## src/rtl/element_tree_builder_if.sv

```systemverilog
// Bus between the element/attribute parser and the tree builder.
// The parser side uses the master modport and the builder uses the slave modport.
`ifndef ELE_TAG_BITES
`define ELE_TAG_BITES 3
`endif
`ifndef ATTRIBUTE_TYPE_BITES
`define ATTRIBUTE_TYPE_BITES 4
`endif
`ifndef ATTRIBUTE_VAL_BITES
`define ATTRIBUTE_VAL_BITES 8
`endif
`ifndef TAG_DIV
`define TAG_DIV  3'd1
`define TAG_P    3'd2
`define TAG_BODY 3'd3
`define TAG_A    3'd4
`define TAG_IMG  3'd5
`endif

interface element_tree_builder_if #(
    parameter int MAX_DEPTH = 8,
    parameter int NODE_BITS = 6
);
    localparam int DEPTH_W = $clog2(MAX_DEPTH + 1);

    logic                              elem_valid;
    logic [`ELE_TAG_BITES-1:0]         element_tag;
    logic                              is_closing_tag;
    logic                              attr_valid;
    logic [`ATTRIBUTE_TYPE_BITES-1:0]  attribute_type;
    logic [`ATTRIBUTE_VAL_BITES-1:0]   attribute_value;

    logic                              node_valid;
    logic [`ELE_TAG_BITES-1:0]         node_tag;
    logic [NODE_BITS-1:0]              node_index;
    logic [NODE_BITS-1:0]              node_parent;
    logic [DEPTH_W-1:0]                node_depth;
    logic                              close_valid;
    logic [NODE_BITS-1:0]              close_index;
    logic                              attr_out_valid;
    logic [NODE_BITS-1:0]              attr_owner;
    logic [`ATTRIBUTE_TYPE_BITES-1:0]  attr_out_type;
    logic [`ATTRIBUTE_VAL_BITES-1:0]   attr_out_value;
    logic [DEPTH_W-1:0]                depth;
    logic                              doc_done;
    logic                              err_overflow;
    logic                              err_underflow;
    logic                              err_mismatch;

    modport master (
        output elem_valid, element_tag, is_closing_tag,
        output attr_valid, attribute_type, attribute_value,
        input  node_valid, node_tag, node_index, node_parent, node_depth,
        input  close_valid, close_index,
        input  attr_out_valid, attr_owner, attr_out_type, attr_out_value,
        input  depth, doc_done, err_overflow, err_underflow, err_mismatch
    );

    modport slave (
        input  elem_valid, element_tag, is_closing_tag,
        input  attr_valid, attribute_type, attribute_value,
        output node_valid, node_tag, node_index, node_parent, node_depth,
        output close_valid, close_index,
        output attr_out_valid, attr_owner, attr_out_type, attr_out_value,
        output depth, doc_done, err_overflow, err_underflow, err_mismatch
    );
endinterface

```

## src/rtl/element_tree_builder.sv

```systemverilog
// Builds a document tree from parsed tag/attribute pulses: numbers nodes, tracks
// parents on an open-element stack, and flags structural errors.
`ifndef ELE_TAG_BITES
`define ELE_TAG_BITES 3
`endif
`ifndef ATTRIBUTE_TYPE_BITES
`define ATTRIBUTE_TYPE_BITES 4
`endif
`ifndef ATTRIBUTE_VAL_BITES
`define ATTRIBUTE_VAL_BITES 8
`endif
`ifndef TAG_DIV
`define TAG_DIV  3'd1
`define TAG_P    3'd2
`define TAG_BODY 3'd3
`define TAG_A    3'd4
`define TAG_IMG  3'd5
`endif

module element_tree_builder #(
    parameter int MAX_DEPTH = 8,
    parameter int NODE_BITS = 6
) (
    input  logic                    clock,
    input  logic                    reset_n,
    element_tree_builder_if.slave   bus
);
    localparam int DEPTH_W = $clog2(MAX_DEPTH + 1);
    localparam int PTR_W   = (MAX_DEPTH > 1) ? $clog2(MAX_DEPTH) : 1;
    localparam int TAG_W   = `ELE_TAG_BITES;
    localparam int ATYP_W  = `ATTRIBUTE_TYPE_BITES;
    localparam int AVAL_W  = `ATTRIBUTE_VAL_BITES;

    localparam logic [DEPTH_W-1:0]   FULL      = DEPTH_W'(MAX_DEPTH);
    localparam logic [NODE_BITS-1:0] NO_PARENT = '1;

    typedef enum logic [1:0] {RUN, DONE, ERROR} state_t;

    state_t               state_q, state_d;
    logic [DEPTH_W-1:0]   depth_q, depth_d;
    logic [NODE_BITS-1:0] node_count_q, node_count_d;
    logic [NODE_BITS-1:0] last_open_q, last_open_d;
    logic                 last_open_vld_q, last_open_vld_d;

    logic                 node_valid_q, node_valid_d;
    logic [TAG_W-1:0]     node_tag_q, node_tag_d;
    logic [NODE_BITS-1:0] node_index_q, node_index_d;
    logic [NODE_BITS-1:0] node_parent_q, node_parent_d;
    logic [DEPTH_W-1:0]   node_depth_q, node_depth_d;
    logic                 close_valid_q, close_valid_d;
    logic [NODE_BITS-1:0] close_index_q, close_index_d;
    logic                 attr_out_valid_q, attr_out_valid_d;
    logic [NODE_BITS-1:0] attr_owner_q, attr_owner_d;
    logic [ATYP_W-1:0]    attr_out_type_q, attr_out_type_d;
    logic [AVAL_W-1:0]    attr_out_value_q, attr_out_value_d;
    logic                 doc_done_q, doc_done_d;
    logic                 err_overflow_q, err_overflow_d;
    logic                 err_underflow_q, err_underflow_d;
    logic                 err_mismatch_q, err_mismatch_d;

    // Stack payload is pure data: occupancy lives in depth_q, so no reset is needed.
    logic [TAG_W-1:0]     stack_tag_q [MAX_DEPTH];
    logic [NODE_BITS-1:0] stack_idx_q [MAX_DEPTH];

    logic                 push_en;
    logic [PTR_W-1:0]     push_ptr;
    logic [PTR_W-1:0]     top_ptr;
    logic [TAG_W-1:0]     top_tag;
    logic [NODE_BITS-1:0] top_idx;
    logic                 stack_empty;

    assign push_ptr    = PTR_W'(depth_q);
    assign top_ptr     = PTR_W'(depth_q - 1'b1);
    assign top_tag     = stack_tag_q[top_ptr];
    assign top_idx     = stack_idx_q[top_ptr];
    assign stack_empty = (depth_q == '0);

    always_comb begin
        state_d          = state_q;
        depth_d          = depth_q;
        node_count_d     = node_count_q;
        last_open_d      = last_open_q;
        last_open_vld_d  = last_open_vld_q;
        node_valid_d     = 1'b0;
        node_tag_d       = node_tag_q;
        node_index_d     = node_index_q;
        node_parent_d    = node_parent_q;
        node_depth_d     = node_depth_q;
        close_valid_d    = 1'b0;
        close_index_d    = close_index_q;
        attr_out_valid_d = 1'b0;
        attr_owner_d     = attr_owner_q;
        attr_out_type_d  = attr_out_type_q;
        attr_out_value_d = attr_out_value_q;
        doc_done_d       = doc_done_q;
        err_overflow_d   = err_overflow_q;
        err_underflow_d  = err_underflow_q;
        err_mismatch_d   = err_mismatch_q;
        push_en          = 1'b0;

        if (state_q == RUN) begin
            // Attribute uses last_open before any same-cycle element updates it.
            if (bus.attr_valid && last_open_vld_q) begin
                attr_out_valid_d = 1'b1;
                attr_owner_d     = last_open_q;
                attr_out_type_d  = bus.attribute_type;
                attr_out_value_d = bus.attribute_value;
            end

            if (bus.elem_valid) begin
                if (!bus.is_closing_tag) begin
                    if (bus.element_tag != `TAG_IMG && depth_q == FULL) begin
                        err_overflow_d = 1'b1;
                        state_d        = ERROR;
                    end else begin
                        node_valid_d    = 1'b1;
                        node_tag_d      = bus.element_tag;
                        node_index_d    = node_count_q;
                        node_depth_d    = depth_q;
                        node_parent_d   = stack_empty ? NO_PARENT : top_idx;
                        node_count_d    = node_count_q + 1'b1;
                        last_open_d     = node_count_q;
                        last_open_vld_d = 1'b1;
                        // Void elements are reported but never opened on the stack.
                        if (bus.element_tag != `TAG_IMG) begin
                            push_en = 1'b1;
                            depth_d = depth_q + 1'b1;
                        end
                    end
                end else if (stack_empty) begin
                    err_underflow_d = 1'b1;
                    state_d         = ERROR;
                end else if (bus.element_tag != top_tag) begin
                    err_mismatch_d = 1'b1;
                    state_d        = ERROR;
                end else begin
                    close_valid_d = 1'b1;
                    close_index_d = top_idx;
                    depth_d       = depth_q - 1'b1;
                    if (depth_q == DEPTH_W'(1) && top_tag == `TAG_BODY) begin
                        doc_done_d = 1'b1;
                        state_d    = DONE;
                    end
                end
            end
        end
    end

    always_ff @(posedge clock or negedge reset_n) begin
        if (!reset_n) begin
            state_q          <= RUN;
            depth_q          <= '0;
            node_count_q     <= '0;
            last_open_q      <= '0;
            last_open_vld_q  <= 1'b0;
            node_valid_q     <= 1'b0;
            node_tag_q       <= '0;
            node_index_q     <= '0;
            node_parent_q    <= '0;
            node_depth_q     <= '0;
            close_valid_q    <= 1'b0;
            close_index_q    <= '0;
            attr_out_valid_q <= 1'b0;
            attr_owner_q     <= '0;
            attr_out_type_q  <= '0;
            attr_out_value_q <= '0;
            doc_done_q       <= 1'b0;
            err_overflow_q   <= 1'b0;
            err_underflow_q  <= 1'b0;
            err_mismatch_q   <= 1'b0;
        end else begin
            state_q          <= state_d;
            depth_q          <= depth_d;
            node_count_q     <= node_count_d;
            last_open_q      <= last_open_d;
            last_open_vld_q  <= last_open_vld_d;
            node_valid_q     <= node_valid_d;
            node_tag_q       <= node_tag_d;
            node_index_q     <= node_index_d;
            node_parent_q    <= node_parent_d;
            node_depth_q     <= node_depth_d;
            close_valid_q    <= close_valid_d;
            close_index_q    <= close_index_d;
            attr_out_valid_q <= attr_out_valid_d;
            attr_owner_q     <= attr_owner_d;
            attr_out_type_q  <= attr_out_type_d;
            attr_out_value_q <= attr_out_value_d;
            doc_done_q       <= doc_done_d;
            err_overflow_q   <= err_overflow_d;
            err_underflow_q  <= err_underflow_d;
            err_mismatch_q   <= err_mismatch_d;
        end
    end

    always_ff @(posedge clock) begin
        if (push_en) begin
            stack_tag_q[push_ptr] <= bus.element_tag;
            stack_idx_q[push_ptr] <= node_count_q;
        end
    end

    assign bus.node_valid     = node_valid_q;
    assign bus.node_tag       = node_tag_q;
    assign bus.node_index     = node_index_q;
    assign bus.node_parent    = node_parent_q;
    assign bus.node_depth     = node_depth_q;
    assign bus.close_valid    = close_valid_q;
    assign bus.close_index    = close_index_q;
    assign bus.attr_out_valid = attr_out_valid_q;
    assign bus.attr_owner     = attr_owner_q;
    assign bus.attr_out_type  = attr_out_type_q;
    assign bus.attr_out_value = attr_out_value_q;
    assign bus.depth          = depth_q;
    assign bus.doc_done       = doc_done_q;
    assign bus.err_overflow   = err_overflow_q;
    assign bus.err_underflow  = err_underflow_q;
    assign bus.err_mismatch   = err_mismatch_q;
endmodule

```

## src/flat_wrapper.sv

```systemverilog
// flat-port wrapper written by rule: the top's interface ports become plain ports
module element_tree_builder_flat 
#(
    parameter int MAX_DEPTH = 8,
    parameter int NODE_BITS = 6
)
  (clock, reset_n, bus_elem_valid, bus_element_tag, bus_is_closing_tag, bus_attr_valid, bus_attribute_type, bus_attribute_value, bus_node_valid, bus_node_tag, bus_node_index, bus_node_parent, bus_node_depth, bus_close_valid, bus_close_index, bus_attr_out_valid, bus_attr_owner, bus_attr_out_type, bus_attr_out_value, bus_depth, bus_doc_done, bus_err_overflow, bus_err_underflow, bus_err_mismatch);
  element_tree_builder_if #(.MAX_DEPTH(MAX_DEPTH), .NODE_BITS(NODE_BITS)) bus_i ();
  input  logic clock;
  input  logic reset_n;
  input wire logic [$bits(bus_i.elem_valid)-1:0] bus_elem_valid;
  input wire logic [$bits(bus_i.element_tag)-1:0] bus_element_tag;
  input wire logic [$bits(bus_i.is_closing_tag)-1:0] bus_is_closing_tag;
  input wire logic [$bits(bus_i.attr_valid)-1:0] bus_attr_valid;
  input wire logic [$bits(bus_i.attribute_type)-1:0] bus_attribute_type;
  input wire logic [$bits(bus_i.attribute_value)-1:0] bus_attribute_value;
  output wire logic [$bits(bus_i.node_valid)-1:0] bus_node_valid;
  output wire logic [$bits(bus_i.node_tag)-1:0] bus_node_tag;
  output wire logic [$bits(bus_i.node_index)-1:0] bus_node_index;
  output wire logic [$bits(bus_i.node_parent)-1:0] bus_node_parent;
  output wire logic [$bits(bus_i.node_depth)-1:0] bus_node_depth;
  output wire logic [$bits(bus_i.close_valid)-1:0] bus_close_valid;
  output wire logic [$bits(bus_i.close_index)-1:0] bus_close_index;
  output wire logic [$bits(bus_i.attr_out_valid)-1:0] bus_attr_out_valid;
  output wire logic [$bits(bus_i.attr_owner)-1:0] bus_attr_owner;
  output wire logic [$bits(bus_i.attr_out_type)-1:0] bus_attr_out_type;
  output wire logic [$bits(bus_i.attr_out_value)-1:0] bus_attr_out_value;
  output wire logic [$bits(bus_i.depth)-1:0] bus_depth;
  output wire logic [$bits(bus_i.doc_done)-1:0] bus_doc_done;
  output wire logic [$bits(bus_i.err_overflow)-1:0] bus_err_overflow;
  output wire logic [$bits(bus_i.err_underflow)-1:0] bus_err_underflow;
  output wire logic [$bits(bus_i.err_mismatch)-1:0] bus_err_mismatch;
  assign bus_i.elem_valid = bus_elem_valid;
  assign bus_i.element_tag = bus_element_tag;
  assign bus_i.is_closing_tag = bus_is_closing_tag;
  assign bus_i.attr_valid = bus_attr_valid;
  assign bus_i.attribute_type = bus_attribute_type;
  assign bus_i.attribute_value = bus_attribute_value;
  assign bus_node_valid = bus_i.node_valid;
  assign bus_node_tag = bus_i.node_tag;
  assign bus_node_index = bus_i.node_index;
  assign bus_node_parent = bus_i.node_parent;
  assign bus_node_depth = bus_i.node_depth;
  assign bus_close_valid = bus_i.close_valid;
  assign bus_close_index = bus_i.close_index;
  assign bus_attr_out_valid = bus_i.attr_out_valid;
  assign bus_attr_owner = bus_i.attr_owner;
  assign bus_attr_out_type = bus_i.attr_out_type;
  assign bus_attr_out_value = bus_i.attr_out_value;
  assign bus_depth = bus_i.depth;
  assign bus_doc_done = bus_i.doc_done;
  assign bus_err_overflow = bus_i.err_overflow;
  assign bus_err_underflow = bus_i.err_underflow;
  assign bus_err_mismatch = bus_i.err_mismatch;
  element_tree_builder #(.MAX_DEPTH(MAX_DEPTH), .NODE_BITS(NODE_BITS)) u_core (.clock(clock), .reset_n(reset_n), .bus(bus_i));
endmodule
```

## config.mk

```make
export PLATFORM = sky130hd
export DESIGN_NAME = element_tree_builder_flat
export DESIGN_NICKNAME = d
export VERILOG_FILES = /design/src/rtl/element_tree_builder_if.sv /design/src/rtl/element_tree_builder.sv /design/src/flat_wrapper.sv
export SDC_FILE = /design/constraint.sdc
export NUM_CORES = 1
export LEC_CHECK = 0
export ABC_AREA = 0
export CORE_MARGIN = 2
export CORE_UTILIZATION = 55
export CTS_CLUSTER_DIAMETER = 150
export CTS_CLUSTER_SIZE = 14
export DETAILED_ROUTE_END_ITERATION = 16
export PLACE_DENSITY = 0.82
export SYNTH_ARGS = -nofsm -noshare
export SYNTH_HDL_FRONTEND = slang
export SYNTH_SLANG_ARGS = --single-unit
```

## constraint.sdc

```tcl
create_clock -name clock -period 4.1 [get_ports clock]
set_input_delay 0.41 -clock clock [delete_from_list [all_inputs] [get_ports clock]]
set_output_delay 0.41 -clock clock [all_outputs]
set_load 0.01 [all_outputs]
```

==> impl_metrics.toml, run 1 <==
[run_status]
status = "complete, no violations"

[pwr]
power.share.sequential_pct = 37.6
power_mw = 5.04
switching_power_mw = 1.67
peakVddDrop_v = 0.000525
swShare_pct = 33.2
cell_internal_pwr_mw = 3.37
comb_power_share_pct = 34.1
p_per_area_mw_per_mm2 = 708
p_leak_nw = 2.86
clkPwrFrac_pct = 28.2

[clock_network]
cts-buffers-inserted = 17
postCtsSetupBuffers = 0
cts_sinks = 135
root_buffer = "clkbuf_8"
clkSlewWorstSetupHoldPaths_ns = 0.06
cts_buffer_depth = 2
htreeDepth = 4
clock_latency_ns = 0.53
cts_tree = "done"

[timing]
final_max_slew_viol_count = 0
finalHoldViolations = 0
tns_ns = 0
fin_worst_skew_ns = 0.0104
period_minus_slack_ns = 3.53
worstMarginPinSlew_ns = 1.21
timing.fmax_mhz = 283
holdWs_ns = 0.342
maxSlewHeadroom_pct = 18.6
fin_crit_sh_pct = 86.2
grt_setup_unrepaired = "false"
setup_viol = 0

[die]
rows = 36
start_util_pct = 57.2
die_y_um = 105
die_w_um = 105
io_pins = 74
die_area_mm2 = 0.0111
core_region_area_mm2 = 0.00986

[synthesis]
synth_seq_cells = 135
syn_area_mm2 = 0.00564
syn_inst = 388
async_reset_ff_share_pct = 46.7
synth_area_per_cell_um2 = 14.5
synth_cell_types = 46
synth_edf_count = 72
yosys_warnings = 0
syn_nets = 413
ys.flop_type = "edfxtp_1"
synth_top_area_cell = "edfxtp_1"
yosysSeqAreaShare_pct = 66.3
synth_top_cells_by_area = "edfxtp_1, dfrtp_1, mux4_2"
yosys.area.top_type_share_pct = 38.3

[finish]
design_area_mm2 = 0.00712
syn_to_final_growth_pct = 26.4
n_fill_cell = 625
fin_cells = 621
drive_above_1_share_pct = 19.7
nNetsFinal = 500
regArea_mm2 = 0.00374
multiInputGateArea_mm2 = 0.00179
antenna_cells = 0

[hold_path]
worst_hold_path_type = "in -> async"

[routing]
postRouteAntennaNets = 0
drt-pass1-iter-count = 5
route.detailed.drc = 0
num_vias = 3617
wl_per_cell_um = 19.4
avgViaCountPerCell = 5.82
drt_wl_total_um = 12000
dr.first_iter.drc_count = 267

[global_routing]
grt_pass1_vias = 3771
grt_util_met1_pct = 30.6
grt_max_degree = 47
grt_use_total_pct = 23.5
grtUsageMet3_pct = 5.44
busiest_layer = "met2"
met2_usage_pct = 38.3
antenna_found_initial = 0
overflow = 0
grt_pass1_wl_um = 19700

[worst_setup_path]
cp.arrival_ns = 3.94
critPathCaptureType = "register"
crit_type = "reg -> reg"
cp_max_fo = 14
reg2reg_slack_ns = 0.57
required_ns = 4.51
worstSetupStartpointType = "register"

[job]
cap_violations = 0

[placed_design]
place.gp.congestion = 0.918
placedCellCount = 588
placed_area_mm2 = 0.00655
port_buffers = 73
hpwlAfterDp_um = 8010
-- placed cells by master (no fill, tap or decap), types with 2 or more instances in the layout --
master and n:
inv_6 5, nor2_1 7, o21ai_0 10, mux2_2 26, a31oi_1 4, nand3b_1 2
mux4_2 14, nor3_1 9, inv_8 3, nand4_1 6, nor3_2 2, and3_1 3
buf_4 14, clkbuf_16 17, clkinvlp_4 2, a21o_1 4, clkdlybuf4s50_1 72, nand2_1 74
nor3b_1 3, xnor2_1 8, nand3_1 7, edfxtp_1 72, nor4_1 3, dfrtp_1 62
nand2b_1 4, o21bai_1 2, mux2i_1 11, ha_1 5, or3_1 2, nor2b_1 2
mux4_1 3, inv_1 5
-- kinds of logic (layout without fill, tap and decap cells) --
family | after synthesis | count (layout) | share of synthesized area [%]
AO/OA/AOI/OAI | 30 | 30 | 3.95
XOR/XNOR | 9 | 9 | 1.40
adder cells (fa/ha/maj) | 5 | 5 | 1.11
buffers and inverters | 25 | 125 | 2.13
flip-flops | 135 | 135 | 66.3
multiplexers | 54 | 54 | 14.1
AND/OR/NAND/NOR | 130 | 130 | 11.0
-- timing repair --
item,4_1_cts,5_1_grt
gates resized for setup,0,0
hold buffers,1,0
setup endpoints to repair,0,0
hold endpoints to repair,17,0
-- state kept, by name, summed over array words and instances (netlist names), 2 cells and up --
| signal | cells |
|---|---|
| u_core.bus.attr_out_type | 4 |
| u_core.bus.depth | 4 |
| u_core.last_open_q | 6 |
| u_core.bus.node_depth | 4 |
| u_core.state_q | 2 |
| u_core.stack_idx_q | 48 |
| u_core.bus.node_tag | 3 |
| u_core.bus.close_index | 6 |
| u_core.node_count_q | 6 |
| u_core.bus.attr_owner | 6 |
| u_core.stack_tag_q | 24 |
| u_core.bus.attr_out_value | 8 |
| u_core.bus.node_parent | 6 |
-- worst max-delay path, stage by stage, from the launching register on --
cell and delay (ns):
dfrtp_1 0.52, inv_1 0.18, ha_1 0.29, xnor2_1 0.96
nand2_1 0.13, a31oi_1 0.28, nand3_2 0.24, nor3_4 0.41
mux2_2 0.39
-- final cells by class --
class / count / area share (%)
Sequential cell: 135 / 52.5
Multi-Input combinational cell: 228 / 25.1
Timing Repair Buffer: 88 / 11.8
Clock buffer: 18 / 6.16
Tap cell: 133 / 2.34
Clock inverter: 14 / 1.81
Inverter: 5 / 0.263
-- per-layer routing --
metal	part of all wire, %	wire, µm	vias up
met5	0	0	-
met4	1.9	227	0
met3	5.8	704	24
met2	51	6150	150
met1	41	4960	1824
li1	-	-	1619
-- per-stage QoR --
step | worst slack [ns] | util [%]
after floorplan | 0.646 | -
after global placement | 0.897 | 66.4
after detailed placement | 0.681 | 66.4
after CTS | 0.648 | 72.2
after global routing | 0.208 | 72.2
final | 0.566 | 72.2
-- synth_stat cells, types with 3 or more instances --
library cell,number
mux4_2,14
edfxtp_1,72
clkbuf_1,11
mux4_1,3
nor4_1,4
and3_1,3
o21ai_0,10
nor3_1,10
nand3_1,7
nor2_1,7
buf_2,6
ha_1,5
a31oi_1,4
mux2i_1,11
dfrtp_1,63
nand4_1,6
nand2_1,74
a21o_1,4
nand2b_1,4
nor3b_1,3
xnor2_1,8
inv_1,5
mux2_2,26
-- power by group through the flow --
stage / Combinational, mW / Clock, mW / Sequential (mW)
after floorplan: 0.965 / 0 / 1.97
after global placement: 1.67 / 0 / 1.90
after detailed placement: 1.71 / 0 / 1.92
after CTS: 1.73 / 1.45 / 1.90
after global routing: 1.85 / 1.51 / 1.93
final: 1.72 / 1.42 / 1.90
-- worst paths after layout --
kind	start	cells past startpoint	end
max	u_core.bus.depth[1]$_DFFE_PN0P_	8	u_core.bus.close_index[3]$_DFFE_PN0P_
min	reset_n	2	u_core.bus.attr_out_valid$_DFF_PN0_
max reg2reg	u_core.bus.depth[1]$_DFFE_PN0P_	8	u_core.bus.close_index[3]$_DFFE_PN0P_
min reg2reg	u_core.bus.node_parent[4]$_DFFE_PN0P_	2	u_core.bus.node_parent[4]$_DFFE_PN0P_
max in group asynchronous	reset_n	3	u_core.bus.node_tag[0]$_DFFE_PN0P_
min in group clock	u_core.bus.node_parent[4]$_DFFE_PN0P_	2	u_core.bus.node_parent[4]$_DFFE_PN0P_
(Power assumes the default switching activity.)
==> run 2, diff against run 1 <==
CORE_MARGIN = 8   (was 2)
GPL_ROUTABILITY_DRIVEN = 0   (was default)
==> run 2 against run 1 <==
  * Via count increased by 0.64%
  * Critical path type unchanged
  * Largest power group unchanged
  * Largest cell class unchanged
  * Flip-flop and latch count unchanged
  * Non-clock buffer count increased by 1
==> impl_metrics.toml, run 2 (same netlist as run 1, synthesis figures left out) <==
[timing]
fin_worst_skew_ns = 0.0111
holdWs_ns = 0.470
maxSlewHeadroom_pct = 24.6
grt_setup_unrepaired = "false"
setup_viol = 0
fin_crit_sh_pct = 83.9
timing.fmax_mhz = 291
finalHoldViolations = 0
period_minus_slack_ns = 3.44
final_max_slew_viol_count = 0
tns_ns = 0
worstMarginPinSlew_ns = 1.12

[finish]
drive_above_1_share_pct = 19.2
antenna_cells = 0
most-common-layout-cells = "nand2_1, clkdlybuf4s50_1, edfxtp_1"
syn_to_final_growth_pct = 26.3
nNetsFinal = 501
top_register = "u_core.stack_idx_q"
final_common_cell = "nand2_1"
design_area_mm2 = 0.00712
fin_cells = 625
largest_reg_flops = 48

[global_routing]
overflow = 0
antenna_found_initial = 0
grt_pass1_vias = 3739
grt_max_degree = 36
grt_pass1_wl_um = 20100
grt_use_total_pct = 19.9

[clock_network]
cts_sinks = 135
cts_buffer_depth = 2
cts-buffers-inserted = 17
cts_tree = "done"
postCtsSetupBuffers = 0
root_buffer = "clkbuf_8"
htreeDepth = 4
clkSlewWorstSetupHoldPaths_ns = 0.06
clock_latency_ns = 0.52

[placed_design]
hpwlAfterDp_um = 8430
port_buffers = 73
placedCellCount = 592
placed_area_mm2 = 0.00655

[pwr]
p_leak_nw = 2.85
p_per_area_mw_per_mm2 = 714
power_mw = 5.08
peakVddDrop_v = 0.000519

[worst_setup_path]
cp_max_fo = 14
slowest_delay_ns = 0.90
required_ns = 4.50
slowest_stage = "xnor2_1"
worstSetupStartpointType = "register"
crit_type = "reg -> reg"
cp.arrival_ns = 3.84
cp_cell_sequence = "inv_1, ha_1, xnor2_1, nand2_1, a31oi_1, nand3_2, nor3_4, mux2_2"
reg2reg_depth = 8
crit_buf_inv = 1
path_depth = 8
critPathCaptureType = "register"
critical-path-top-delay-family = "XOR/XNOR gates"

[die]
core_region_area_mm2 = 0.0101
rows = 37
die_w_um = 117
start_util_pct = 55.6
die_y_um = 117
io_pins = 74
die_area_mm2 = 0.0137

[hold_path]
worst_hold_path_type = "reg -> reg"
holdPathStages = 1

[routing]
num_vias = 3640
drt-pass1-iter-count = 5
postRouteAntennaNets = 0
wl_per_cell_um = 20.8
dr.first_iter.drc_count = 277
route.detailed.drc = 0
drt_wl_total_um = 13000
avgViaCountPerCell = 5.82

[run_status]
status = "complete, no violations"

[job]
cap_violations = 0
## run 2: changes by cell type in the layout (fill, tap and decap cells not counted), sizes merged
cell	delta
clkinvlp	+3
clkinv	-2
bufinv	+1
inv	-2
buf	+1
## run 2: path summary, 6_finish.rpt
kind,start,endpoint,slack [ns]
max in group asynchronous,reset_n,u_core.bus.doc_done$_DFFE_PN0P_,2.70
worst min register to register,u_core.bus.err_overflow$_DFFE_PN0P_,u_core.bus.err_overflow$_DFFE_PN0P_,0.47
min in group asynchronous,reset_n,u_core.bus.depth[1]$_DFFE_PN0P_,0.50
worst min-delay path,u_core.bus.err_overflow$_DFFE_PN0P_,u_core.bus.err_overflow$_DFFE_PN0P_,0.47
worst max register to register,u_core.bus.depth[1]$_DFFE_PN0P_,u_core.bus.close_index[2]$_DFFE_PN0P_,0.66
worst max-delay path,u_core.bus.depth[1]$_DFFE_PN0P_,u_core.bus.close_index[2]$_DFFE_PN0P_,0.66
## run 2: metal layers
layer	wire length [µm]	part of all wire [%]	GRT usage (%)	vias up
li1	-	-	-	1609
met3	923	7.1	4.98	28
met1	5080	39	24.1	1835
met2	6740	52	33.0	168
met5	0	0	0	-
met4	258	2.0	8.96	0
## run 2: repair_timing
action	CTS	global route
endpoints found under the hold margin	32	0
endpoints found under the setup margin	0	0
gates resized for setup	0	0
hold buffers	1	0
## run 2: worst register-to-register path, delay by kind of cell (launching register included)
| kind | cells | cell delay (ns) |
|---|---|---|
| AOI/OAI and AO/OA | 1 | 0.27 |
| xor gates and xnor gates | 1 | 0.90 |
| and+or+nand+nor | 3 | 0.76 |
| muxes | 1 | 0.40 |
| DFF | 1 | 0.52 |
| adders and majority gates | 1 | 0.30 |
| buffers and inverters | 1 | 0.19 |
## run 2: final cells by class
cell class / instances / area [µm²]
tap: 136 / 170
timing repair buffer: 89 / 848
clock inverter: 14 / 141
inverter: 5 / 18.8
sequential: 135 / 3740
multi-input combinational: 228 / 1780
fill: 607 / 3020
clock buffer: 18 / 418
## run 2: report_power, final
part / internal, mW / switching [mW] / total [mW]
registers: 1.70 / 0.202 / 1.90
clock network: 0.821 / 0.604 / 1.43
logic: 0.877 / 0.879 / 1.76
total: 3.40 / 1.69 / 5.08
## run 2: through the flow
stage	util, %	worst slack (ns)
finish	70.2	0.661
global route	70.2	0.477
detailed placement	64.6	0.704
CTS	70.2	0.685
global placement	64.6	0.915
floorplan	-	0.646
==> run 3, diff against run 2 <==
clock period = 3.3 ns   (was 4.1 ns; I/O delays follow)
==> run 3 against run 2 <==
  * Sequential power up 24%
  * Fmax up 13%
  * First-iteration DRC count down 18%
  * Largest power group unchanged
  * Highest routed layer unchanged
  * Setup slack worse by 0.41 ns
  * Utilization about the same
  * Count of clock-buffer cells in the layout unchanged
  * Register-to-register slack worse by 0.41 ns
  * Largest cell class unchanged
==> impl_metrics.toml, run 3 (same netlist as run 1, synthesis figures left out) <==
[clock_network]
htreeDepth = 4
postCtsSetupBuffers = 0
cts_sinks = 135
cts-buffers-inserted = 17
cts_buffer_depth = 2
root_buffer = "clkbuf_8"
cts_tree = "done"
clkSlewWorstSetupHoldPaths_ns = 0.06
clock_latency_ns = 0.53

[placed_design]
hpwlAfterDp_um = 8980
placed_area_mm2 = 0.00659
place_ws_ns = 0.197
port_buffers = 73
placedCellCount = 597

[finish]
nNetsFinal = 506
final_core_util_pct = 70.2
n_fill_cell = 640
fin_cells = 630
largest_reg_flops = 48
drive_above_1_share_pct = 20.0
final_common_cell = "nand2_1"
most-common-layout-cells = "nand2_1, clkdlybuf4s50_1, edfxtp_1"
top_register = "u_core.stack_idx_q"
syn_to_final_growth_pct = 26.3
antenna_cells = 0
design_area_mm2 = 0.00712

[routing]
postRouteAntennaNets = 0
drt-pass1-iter-count = 4
avgViaCountPerCell = 5.70
num_vias = 3594
route.detailed.drc = 0
drt_wl_total_um = 13500
dr.first_iter.drc_count = 228
wl_per_cell_um = 21.5

[timing]
setup_viol = 0
fin_worst_skew_ns = 0.00768
tns_ns = 0
fin_crit_sh_pct = 92.4
maxSlewHeadroom_pct = 38.4
period_minus_slack_ns = 3.05
finalHoldViolations = 0
grt_setup_unrepaired = "false"
final_max_slew_viol_count = 0
worstMarginPinSlew_ns = 0.925
timing.fmax_mhz = 328
layout_setup_ws_ns = 0.252

[worst_setup_path]
crit_type = "reg -> reg"
worstSetupStartpointType = "register"
cp.arrival_ns = 3.45
required_ns = 3.71
critPathCaptureType = "register"
cp_max_fo = 9

[die]
core_region_area_mm2 = 0.0101
die_w_um = 117
die_area_mm2 = 0.0137
die_y_um = 117
io_pins = 74
rows = 37
start_util_pct = 55.6

[global_routing]
grt_max_degree = 42
grt_pass1_wl_um = 21200
grt_pass1_vias = 3961
grt_use_total_pct = 21.2
antenna_found_initial = 0
overflow = 0

[pwr]
p_per_area_mw_per_mm2 = 871
peakVddDrop_v = 0.000664
p_leak_nw = 2.86

[job]
cap_violations = 0

[run_status]
status = "complete, no violations"

[hold_path]
worst_hold_path_type = "in -> reg"
[run 3: through the flow]
stage | hold slack [ns] | total power, mW
final | 0.417 | 6.20
after global placement | 0.445 | 4.44
after detailed placement | 0.459 | 4.55
after CTS | 0.400 | 6.24
after floorplan | 0.0344 | 3.65
after global routing | 0.411 | 6.49
[run 3: critical path: stages, from the launching register on]
cell and delay, ns:
dfrtp_1 0.47, inv_1 0.19, ha_1 0.30, xor2_1 0.51, nand2_1 0.10, a31oi_1 0.22
nand3_2 0.23, nor3_4 0.49, mux2_2 0.40
[run 3: metal layers]
| layer | part of all wire, % | global-route usage, % | wire length [µm] | up-vias |
|---|---|---|---|---|
| li1 | - | - | - | 1617 |
| met1 | 37 | 24.0 | 5010 | 1813 |
| met2 | 53 | 36.4 | 7190 | 140 |
| met3 | 7.8 | 5.85 | 1050 | 24 |
| met4 | 2.1 | 10.1 | 280 | 0 |
| met5 | 0 | 0 | 0 | - |
[run 3: final cells by class]
type / count / area (µm²) / area share, %
clock buffers: 18 / 418 / 5.87
clock inverters: 14 / 103 / 1.44
inverters: 5 / 18.8 / 0.264
multi-input cells: 228 / 1790 / 25.1
flip-flops and latches: 135 / 3740 / 52.5
well taps: 136 / 170 / 2.39
repair buffers: 94 / 886 / 12.4
[run 3: power by group]
group | switching (mW) | internal (mW)
sequential | 0.243 | 2.11
combinational | 1.10 | 1.09
clock | 0.730 | 0.926
[run 3: worst paths after layout]
kind	slack [ns]	start	end	cells past startpoint
setup / recovery	0.25	u_core.bus.depth[1]$_DFFE_PN0P_	u_core.bus.close_index[2]$_DFFE_PN0P_	8
hold / removal	0.42	bus_attribute_value[4]	u_core.bus.attr_out_value[4]$_DFFE_PN0P_	2
setup reg to reg	0.25	u_core.bus.depth[1]$_DFFE_PN0P_	u_core.bus.close_index[2]$_DFFE_PN0P_	8
max in group asynchronous	1.98	reset_n	u_core.bus.node_tag[0]$_DFFE_PN0P_	3
min in group asynchronous	0.48	reset_n	u_core.bus.depth[0]$_DFFE_PN0P_	2
hold reg to reg	0.47	u_core.bus.err_underflow$_DFFE_PN0P_	u_core.bus.err_underflow$_DFFE_PN0P_	1
[run 3: what timing repair did]
action                                 4_1_cts  5_1_grt
hold buffers                                 1        0
gates resized for setup                      0        1
endpoints found under the hold margin       40        0
setup endpoints to repair                    0        6
==> edit, RTL diff (settings of run 2) <==
Take the reset off `attr_out_value_q` and load it in a clocked block of its own.
--- a/src/rtl/element_tree_builder.sv
+++ b/src/rtl/element_tree_builder.sv
@@ -164,5 +164,4 @@
             attr_owner_q     <= '0;
             attr_out_type_q  <= '0;
-            attr_out_value_q <= '0;
             doc_done_q       <= 1'b0;
             err_overflow_q   <= 1'b0;
@@ -185,5 +184,4 @@
             attr_owner_q     <= attr_owner_d;
             attr_out_type_q  <= attr_out_type_d;
-            attr_out_value_q <= attr_out_value_d;
             doc_done_q       <= doc_done_d;
             err_overflow_q   <= err_overflow_d;
@@ -191,4 +189,8 @@
             err_mismatch_q   <= err_mismatch_d;
         end
+    end
+
+    always_ff @(posedge clock) begin
+        attr_out_value_q <= attr_out_value_d;
     end
 
Check against the original RTL: differs if reset_n is asserted again (counterexample within 4 cycles, from zero or initial values and one cycle with reset_n low); with reset_n held inactive, the same outputs for 4 cycles.
==> edit against run 2 <==
Utilization is 1.6 points higher; count of clock-buffer cells in the layout is 1 lower; wire length is 3.8% lower; sequential cell count stayed put; synthesized cell count is 12% lower; synthesized area is 3.4% lower; sequential share of layout area is 1.8 points higher; total power is 6.5% higher; global-route usage is 0.16 points higher; critical path depth is 2 higher; worst setup slack better by 150 ps; cell area is 2.3% lower; final cell count is 7.5% lower.
==> edit: results (changes against run 2) <==
stage,metric,value,unit,change
routing,viasPerCell,5.69,,was 5.82
setup_path,slowest_delay,630,ps,was 900 ps
grt,grtUsageMet1,23.5,%,was 24.1%
worst_hold_path,hp-class,input pin to asynchronous set/reset pin,,was flop to flop
setup_path,worst-r2r-cell-count,10,,was 8
synthesis,synth.top_cells.by_count,"edfxtp_1, dfrtp_1, nand2_1, mux4_2, mux2_2",,"was nand2_1, edfxtp_1, dfrtp_1, mux2_2, mux4_2"
synthesis,synth_edf_count,80,,was 72
final_layout,finish.net_count,457,,was 501
routing,drt-total-wl,12500,um,was 13000 um
sta,relSlewSlack,13.7,%,was 24.6%
setup_path,slowest_stage,mux4_2,,was xnor2_1
grt,grt_pass1_wl,19500,um,was 20100 um
sta,fin_skew,7.16,ps,was 11.1 ps
grt,grt_use_met2,34.2,%,was 33.0%
setup_path,crit_arrival,3720,ps,was 3840 ps
pwr,ir_drop,0.379,mV,was 0.519 mV
placement,dpl.hpwl,8160,um,was 8430 um
final_layout,drive_gt1_share,22.0,%,was 19.2%
grt,first_global_vias,3531,,was 3739
setup_path,crit_path_end,u_core.bus.depth[1],,was u_core.bus.close_index[2]
cts,postCtsSetupBuffers,0,,unchanged
status,run_status,"finished, final reports clean",,unchanged
routing,initialDrtViolationCount,251,,was 277
synthesis,syn_nets,367,,was 413
setup_path,path_max_fanout,15,,was 14
synthesis,yosysSeqAreaShare,69.4,%,was 66.3%
pwr,p_int,3.68,mW,was 3.40 mW
synthesis,synthTopCellsByArea,"edfxtp_1, dfrtp_1, mux4_2, nand2_1, mux2_2",,"was edfxtp_1, dfrtp_1, mux4_2, mux2_2, nand2_1"
pwr,p_leak,2.72,nW,was 2.85 nW
grt,grt_start_max_net_pins,32,,was 36
setup_path,ff2ff_setup_slack,810,ps,was 660 ps
placement,place_area,0.00637,mm2,was 0.00655 mm2
synthesis,ys_async_sr_fraction,40.7,%,was 46.7%
grt,met3_usage,4.85,%,was 4.98%
grt,grt_usage,20.1,%,was 19.9%
[edit: cell types whose count changed in the layout (fill, tap and decap cells not counted), moves of 5 or more]
cell and change:
nor3_1 -6, nand2_1 -21, mux2i_1 -9, nand3_1 -5, edfxtp_1 +8, mux2_2 -10, mux2_4 +6, dfrtp_1 -8
[edit: area by class of cell]
| class | count | area, um2 |
|---|---|---|
| fillers | 630 | 2730 |
| multi-input cells | 184 | 1570 |
| inverters | 6 | 22.5 |
| repair buffers | 88 | 841 |
| flip-flops and latches | 135 | 3780 |
| well taps | 133 | 166 |
| clock buffers | 17 | 414 |
| clock inverters | 15 | 161 |
[edit: worst min path at each step]
stage / from / end / slack (ps) / cells past startpoint
floorplan: reset_n / u_core.bus.attr_out_type[0] / 110 / 0
global route: bus_attribute_value[3] / u_core.bus.attr_out_value[3] / 430 / 1
global placement: reset_n / u_core.bus.node_tag[2] / 420 / 1
finish: reset_n / u_core.bus.node_tag[2] / 440 / 2
detailed placement: reset_n / u_core.bus.node_tag[2] / 430 / 1
CTS: reset_n / u_core.bus.node_tag[2] / 420 / 2
[edit: cell families (layout without fill, tap and decap cells)]
group                    Yosys count  after routing  synth area share (%)
adder cells (fa/ha/maj)            5              5                  1.15
XOR/XNOR                          14             14                  2.60
buffers and inverters             23            126                  1.88
AO/OA/AOI/OAI                     28             28                  3.79
flip-flops                       135            135                  69.4
AND/OR/NAND/NOR                   95             95                  8.39
multiplexers                      42             42                  12.8
[edit: layer usage]
metal	vias up	routed length, um
li1	1444	-
met1	1714	4840
met2	118	6760
met3	15	699
met4	0	221
met5	-	0
[edit: power groups by stage]
| stage | combinational (mW) | sequential (mW) | clock, mW |
|---|---|---|---|
| 6_report | 1.93 | 2.02 | 1.46 |
| 3_5_place_dp | 1.92 | 2.04 | 0 |
| 3_3_place_gp | 1.88 | 2.01 | 0 |
| 5_1_grt | 2.08 | 2.06 | 1.54 |
| 4_1_cts | 1.96 | 2.02 | 1.48 |
| 2_1_floorplan | 1.10 | 2.05 | 0 |
[edit: worst max-delay path: cells and delay by family, from the launching register on]
| family | cells | cell delay [ps] |
|---|---|---|
| AOI/OAI and AO/OA | 1 | 80 |
| xor gates and xnor gates | 2 | 680 |
| adders and majority gates | 1 | 300 |
| buffers and inverters | 2 | 440 |
| DFF | 1 | 460 |
| muxes | 2 | 860 |
| and+or+nand+nor | 2 | 370 |
[edit: stage by stage]
step                      worst slack (ps)  hold WS (ps)  instances  power [mW]
after floorplan                       1070           114        342        3.15
after detailed placement               896           430        545        3.96
final                                  807           442        578        5.41
after global routing                   566           434        578        5.67
after global placement                 817           425        545        3.89
after CTS                              783           424        578        5.46
